$ cat src/rtl/serial_word_framer.sv
// Parallel-to-serial framer: buffers words in a 2-entry FIFO and sends each one MSB-first,
// followed by a one-cycle load strobe for the downstream deserializer.
module serial_word_framer #(
    parameter int WIDTH = 32,
    parameter int CNT_W = 16
) (
    input  logic             clk,
    input  logic             reset,
    input  logic [WIDTH-1:0] in_data,
    input  logic             in_valid,
    output logic             in_ready,
    output logic             serial_out,
    output logic             load_out,
    output logic             busy,
    output logic [CNT_W-1:0] words_sent
);

    localparam int BIT_W = (WIDTH > 1) ? $clog2(WIDTH) : 1;

    typedef enum logic [1:0] {
        IDLE,
        SHIFT,
        LOAD
    } state_t;

    state_t             state_q, state_d;
    logic [WIDTH-1:0]   fifoMem_q [2];
    logic               wrPtr_q, rdPtr_q;
    logic [1:0]         count_q;
    logic [WIDTH-1:0]   sr_q, sr_d;
    logic [BIT_W-1:0]   bitCnt_q, bitCnt_d;
    logic               serial_q, serial_d;
    logic               load_q, load_d;
    logic [CNT_W-1:0]   sent_q, sent_d;
    logic               push, pop;
    logic [WIDTH-1:0]   head;

    assign in_ready   = (count_q != 2'd2);
    assign push       = in_valid && in_ready;
    assign head       = fifoMem_q[rdPtr_q];
    assign serial_out = serial_q;
    assign load_out   = load_q;
    assign words_sent = sent_q;
    assign busy       = (state_q != IDLE) || (count_q != 2'd0);

    always_comb begin
        state_d  = state_q;
        sr_d     = sr_q;
        bitCnt_d = bitCnt_q;
        serial_d = 1'b0;
        load_d   = 1'b0;
        sent_d   = sent_q;
        pop      = 1'b0;
        case (state_q)
            IDLE: begin
                if (count_q != 2'd0) begin
                    pop      = 1'b1;
                    sr_d     = head;
                    serial_d = head[WIDTH-1];
                    bitCnt_d = '0;
                    state_d  = SHIFT;
                end
            end
            SHIFT: begin
                if (bitCnt_q == BIT_W'(WIDTH - 1)) begin
                    load_d  = 1'b1;
                    state_d = LOAD;
                end else begin
                    sr_d     = sr_q << 1;
                    serial_d = sr_q[WIDTH-2];
                    bitCnt_d = bitCnt_q + 1'b1;
                end
            end
            LOAD: begin
                // A waiting word starts immediately so frames stream with no idle gap.
                sent_d = sent_q + CNT_W'(1);
                if (count_q != 2'd0) begin
                    pop      = 1'b1;
                    sr_d     = head;
                    serial_d = head[WIDTH-1];
                    bitCnt_d = '0;
                    state_d  = SHIFT;
                end else begin
                    state_d = IDLE;
                end
            end
            default: state_d = IDLE;
        endcase
    end

    always_ff @(posedge clk or negedge reset) begin
        if (!reset) begin
            state_q  <= IDLE;
            sr_q     <= '0;
            bitCnt_q <= '0;
            serial_q <= 1'b0;
            load_q   <= 1'b0;
            sent_q   <= '0;
        end else begin
            state_q  <= state_d;
            sr_q     <= sr_d;
            bitCnt_q <= bitCnt_d;
            serial_q <= serial_d;
            load_q   <= load_d;
            sent_q   <= sent_d;
        end
    end

    // Simultaneous push and pop leaves the occupancy unchanged.
    always_ff @(posedge clk or negedge reset) begin
        if (!reset) begin
            for (int i = 0; i < 2; i++) fifoMem_q[i] <= '0;
            wrPtr_q <= 1'b0;
            rdPtr_q <= 1'b0;
            count_q <= 2'd0;
        end else begin
            if (push) begin
                fifoMem_q[wrPtr_q] <= in_data;
                wrPtr_q            <= ~wrPtr_q;
            end
            if (pop) begin
                rdPtr_q <= ~rdPtr_q;
            end
            case ({push, pop})
                2'b10:   count_q <= count_q + 2'd1;
                2'b01:   count_q <= count_q - 2'd1;
                default: count_q <= count_q;
            endcase
        end
    end

endmodule

$ cat config.mk
export PLATFORM = sky130hd
export DESIGN_NAME = serial_word_framer
export DESIGN_NICKNAME = d
export VERILOG_FILES = /design/src/rtl/serial_word_framer.sv
export SDC_FILE = /design/constraint.sdc
export NUM_CORES = 1
export LEC_CHECK = 0
export BUFFER_PORTS_ARGS = -buffer_cell sky130_fd_sc_hd__buf_2
export CORE_MARGIN = 1
export CORE_UTILIZATION = 60
export CTS_CLUSTER_DIAMETER = 120
export CTS_CLUSTER_SIZE = 12
export DETAILED_ROUTE_END_ITERATION = 10
export PLACE_DENSITY = 0.81
export SLEW_MARGIN = 15
export SYNTH_ARGS = -nofsm -noshare
export SYNTH_HDL_FRONTEND = slang
export SYNTH_SLANG_ARGS = --single-unit
$ cat constraint.sdc
create_clock -name clk -period 4.3 [get_ports clk]
set_input_delay 0.43 -clock clk [delete_from_list [all_inputs] [get_ports clk]]
set_output_delay 0.43 -clock clk [all_outputs]
set_load 0.1 [all_outputs]
# [Word-level counts from Yosys, hierarchy flattened]
# Index checks and enable logic that the tools add are counted.
[totals] reg_bits=124 in_bits=35 out_inout_bits=20 word_cells=67
[classes] n_addsub=4 magnitude_cmp=3 n_eq_ne=10 n_mux=24 bitwise=4 n_reduce_logical=11
[ops] cell="$mux W32" n=4
[ops] cell="$bwmux W64" n=1
[ops] cell="$mux W31" n=2
[ops] cell="$pmux W31 S2" n=1
[ops] cell="$demux W32 S1" n=1
[ops] cell="$add A16 B1 Y16 const B" n=1
[ops] cell="$mux W5" n=2
[ops] cell="$pmux W5 S2" n=1
[ops] cell="$ne A2 B2 Y1 const B" n=4
[ops] cell="$reduce_bool A2 Y1" n=4
[ops] cell="$mux W1" n=7
[ops] cell="$pmux W2 S3" n=1
[ops] cell="$add A5 B1 Y5 const B" n=1
[ops] cell="$eq A5 B5 Y1 const B" n=1
[ops] cell="$eq A2 B1 Y1 const B" n=2
[ops] cell="$eq A2 B2 Y1 const B" n=2
[ops] cell="$ge A2 B2 Y1 const B" n=2
[ops] cell="$mux W2" n=2
[ops] cell="$not A1 Y2" n=2
[ops] cell="$pmux W2 S2" n=1
[ops] cell="$reduce_and A3 Y1" n=1
[ops] cell="$add A2 B1 Y2 const B" n=1
[ops] cell="$logic_and A1 B1 Y1" n=2
[ops] cell="$logic_not A2 Y1" n=1
[ops] cell="other kinds (8)" n=9

# [Depth between registers and ports, before layout]
[logic_depth] word_depth=6 ltp_mapped=9 mapped_depth_nobuf=7

# [Worst setup path after synthesis]
# Ideal clock, no wire load.
[synth_path] path_kind="register to register" startpoint="register sent_q[3] (netlist: words_sent[3])" endpoint="register sent_q[11] (netlist: words_sent[11])" setup_time_ps=158 arrival_ps=1832 required_ps=4142 setup_slack_ps=2310 stages_incl_launch_ff=5 path_buffers=0 period_less_slack_ps=1990 path_cell_list="dfrtp_1 and3_2 and4_2 nand4_1 xnor2_1"
[synth_between] elab_chain_len=1
[synth_rtl] element="start, declared" line="34" source="logic [CNT_W-1:0] sent_q, sent_d;"
[synth_rtl] element="start signal, assigned" line="105" source="sent_q <= sent_d;"
[synth_rtl] element="$add A16 B1 Y16" line="76" source="sent_d = sent_q + CNT_W'(1);"
# Every way passes these cells.
# A chain may end at the register's enable or synchronous reset.

# [Worst setup path in the final report]
[layout_path] startpoint="register state_q[0]" endpoint="output busy"
[layout_between] elab_chain_len=2
[layout_rtl] element="start, declared" line="26" source="state_t state_q, state_d;"
[layout_rtl] element="start signal, assigned" line="100" source="state_q <= state_d;"
[layout_rtl] element="$reduce_bool A2 Y1" line="44" source="assign busy = (state_q != IDLE) || (count_q != 2'd0);"
[layout_rtl] element="$logic_or A1 B1 Y1" line="44"
[layout_rtl] element="end, declared" line="14" source="output logic busy,"
# Every way passes these cells.

==> flow_summary.ini <==
[sta]
finalMaxSlewViolations = 0
timing.final.setup_violations = 0
worst_clock_skew_ns = 0.00715
fmaxAchievable_mhz = 352
hold_viol = 0
final.setup.tns_ns = 0
timing.final.crit_share_pct = 66.1
slew_headroom_pct = 28.4
grt_setup_unrepaired = no
finalCriticalPeriod_ns = 2.84
tightestPinTransition_ns = 1.07

[logic_synthesis]
synth_area_mm2 = 0.00546
synth_warnings = 0
synthArstFlopShare_pct = 100
synth_nets = 477
synth_sequential_area_ratio_pct = 56.8
synth_common_cells = sky130_fd_sc_hd__dfrtp_1, sky130_fd_sc_hd__mux2_2, sky130_fd_sc_hd__nor2_1
postSynth.topFlopCell = sky130_fd_sc_hd__dfrtp_1
ys_seq_elements = 124
post-synth-top-area-cell = sky130_fd_sc_hd__dfrtp_1
netlist_top_cells_area = sky130_fd_sc_hd__dfrtp_1, sky130_fd_sc_hd__mux2_2, sky130_fd_sc_hd__mux2i_1
synthesized_area_per_cell_um2 = 12.5
synth-edff-count = 0
synthDominantCellAreaShare_pct = 56.8
synth_cell_type_count = 38
post-synth-top-count-cell = sky130_fd_sc_hd__dfrtp_1
syn_inst = 438

[placement]
placedCellCount = 575
post-dp-hpwl_um = 5780
place.port_buffers = 54
gpl.final_weighted_congestion = 0.737

[power]
p_leak_nw = 2.88
irDropWorstVdd_uv = 434
power.internal_mw = 3.26
p_switching_mw = 1.52
combPwrFrac_pct = 28.8
power.share.clock_pct = 28.0
pwr-share-seq_pct = 43.2
switching_share_pct = 31.9
power.density_cell_area_mw_per_mm2 = 762

[layout]
instances_no_fill = 607
area_of_combinational_cells_with_multiple_inputs_mm2 = 0.00216
post_route_cells_drive_above_1_share_pct = 33.3
synthToLayoutAreaGrowth_pct = 15.0
design.final.nets = 526
final-seq-area_mm2 = 0.00311
n_antenna_cell = 0
filler_cell_count = 593
final_util_pct = 71.6

[global_routing]
grt_use_met1_pct = 27.1
grtUsageTotal_pct = 22.2
globalRouteMet3Util_pct = 6.40
antenna_violations_before_repair = 1
gr-usage-met2_pct = 37.1
grt_start_max_net_pins = 86
grt-ovfl-total = 0
grt_pass1_vias = 3526
grt_pass1_wl_um = 16400
busiest_layer = met2

[clocking]
cts.clk_slew.worst_paths_ns = 0.05
h_tree_depth = 4
cts_num_sinks = 124
clock_tree_from_tritoncts = done
clockRootBuffer = sky130_fd_sc_hd__clkbuf_8
tritoncts.num_buffers = 17
clock_latency_ns = 0.50
cts-hold-fix-buffers = 0
post-cts-setup-buffer-count = 0
clk_path_buf_depth = 2
post_cts_resize_count = 0

[critical_path]
critical_path.endpoint_type = output port
critPathKind = flop to output port
worst-r2r-cell-count = 5
worstPathBufferInverterCount = 1
critical_path_peak_fanout = 66
reg2reg_setup_slack_ns = 1.86
timing.critical_path.cells = or4_2 > buf_2
crit-reg2reg-capture = sr_q[20]
critical_path_arrival_ns = 2.41
crit-reg2reg-launch = state_q[0]
crit_path_max_cell_delay_ns = 0.80
critPathLaunchType = flop
worst-endpoint-required_ns = 3.87
critical-path-top-delay-family = simple AND/OR/NAND/NOR gates
critPathSlowestCell = sky130_fd_sc_hd__or4_2

[route]
dr_vias_cell = 5.65
wire_per_inst_um = 16.0
routed_vias = 3429
ant_nets = 0
drt-initial-drc-count = 164
postRouteWirelength_um = 9690
drt_pass1_iterations = 5
drt_drc_violations_left = 0

[die]
placementRows = 34
die-width_um = 97.4
start_util_pct = 62.3
placeableCoreArea_mm2 = 0.00876
die_height_um = 97.4
floorplan.die_area_mm2 = 0.00948
floorplan.io_pins = 55

[run_status]
status = finished, final reports clean

[run]
cap_violations = 0

[worst_hold_path]
holdCritPathClass = input pin to asynchronous set/reset pin
-- worst register-to-register path: stages, from the launching register on --
cell and delay (ns):
sky130_fd_sc_hd__dfrtp_2 1.08, sky130_fd_sc_hd__o21ba_2 0.34, sky130_fd_sc_hd__nor2_4 0.40, sky130_fd_sc_hd__buf_12 0.26, sky130_fd_sc_hd__nand2_1 0.10, sky130_fd_sc_hd__o21ai_0 0.14
-- layout by cell type (no fill, tap or decap), types with 15 or more instances in the layout --
cell type	instances
sky130_fd_sc_hd__mux2i_1	30
sky130_fd_sc_hd__clkbuf_16	16
sky130_fd_sc_hd__o21ai_0	25
sky130_fd_sc_hd__dfrtp_1	122
sky130_fd_sc_hd__nand2_1	34
sky130_fd_sc_hd__nor2_1	35
sky130_fd_sc_hd__xnor2_1	15
sky130_fd_sc_hd__mux2_2	64
sky130_fd_sc_hd__a21oi_1	30
sky130_fd_sc_hd__buf_2	53
-- sequential cells by signal (all words and copies together), names as in the netlist --
signal	flops
bitCnt_q	5
count_q	2
fifoMem_q	64
load_out	1
rdPtr_q	1
serial_out	1
sr_q	31
state_q	2
words_sent	16
wrPtr_q	1
-- routing by layer --
metal	vias up	part of all wire, %
met5	-	0.13
met4	2	1.8
met3	19	3.5
met2	71	52
met1	1709	43
li1	1628	-
-- layout make-up --
cell class	count	area share [%]
flip-flops and latches	124	49.5
multi-input cells	287	34.5
clock buffers	24	7.65
repair buffers	56	4.78
well taps	108	2.15
clock inverters	7	1.40
inverters	1	0.0598
-- power by group through the flow --
| stage | clock [mW] | sequential, mW | combinational [mW] |
|---|---|---|---|
| 5_1_grt | 1.41 | 2.14 | 1.52 |
| 3_3_place_gp | 0 | 2.04 | 1.29 |
| 6_report | 1.34 | 2.06 | 1.38 |
| 3_5_place_dp | 0 | 2.07 | 1.36 |
| 2_1_floorplan | 0 | 1.91 | 1.26 |
| 4_1_cts | 1.36 | 2.07 | 1.38 |
-- cell families after synthesis --
kind of cell    count (synthesis)  synth area share, %
xor+xnor                       22                 3.67
buf+inv                        27                 3.60
simple gates                   98                 9.12
fa+ha+maj                       4                0.917
mux                            98                 19.5
compound gates                 65                 6.33
flops                         124                 56.8
-- metrics by stage --
step	hold WS, ns	setup slack (ns)	instance area [um^2]	power, mW
detailed placement	0.459	1.51	5690	3.43
floorplan	0.134	2.31	5460	3.17
global placement	0.455	1.72	5690	3.33
finish	0.0959	1.46	6280	4.78
CTS	0.144	1.44	6260	4.80
global route	0.143	1.35	6280	5.07
-- worst max-delay path by stage --
stage,from,endpoint,slack (ns),depth (start not counted)
2_1_floorplan,words_sent[3],words_sent[11],2.31,4
3_3_place_gp,state_q[0],sr_q[13],1.72,3
3_5_place_dp,state_q[0],sr_q[20],1.51,3
4_1_cts,state_q[0],sr_q[20],1.44,3
5_1_grt,state_q[0],busy,1.35,2
6_report,state_q[0],busy,1.46,2
(Power assumes the default switching activity.)
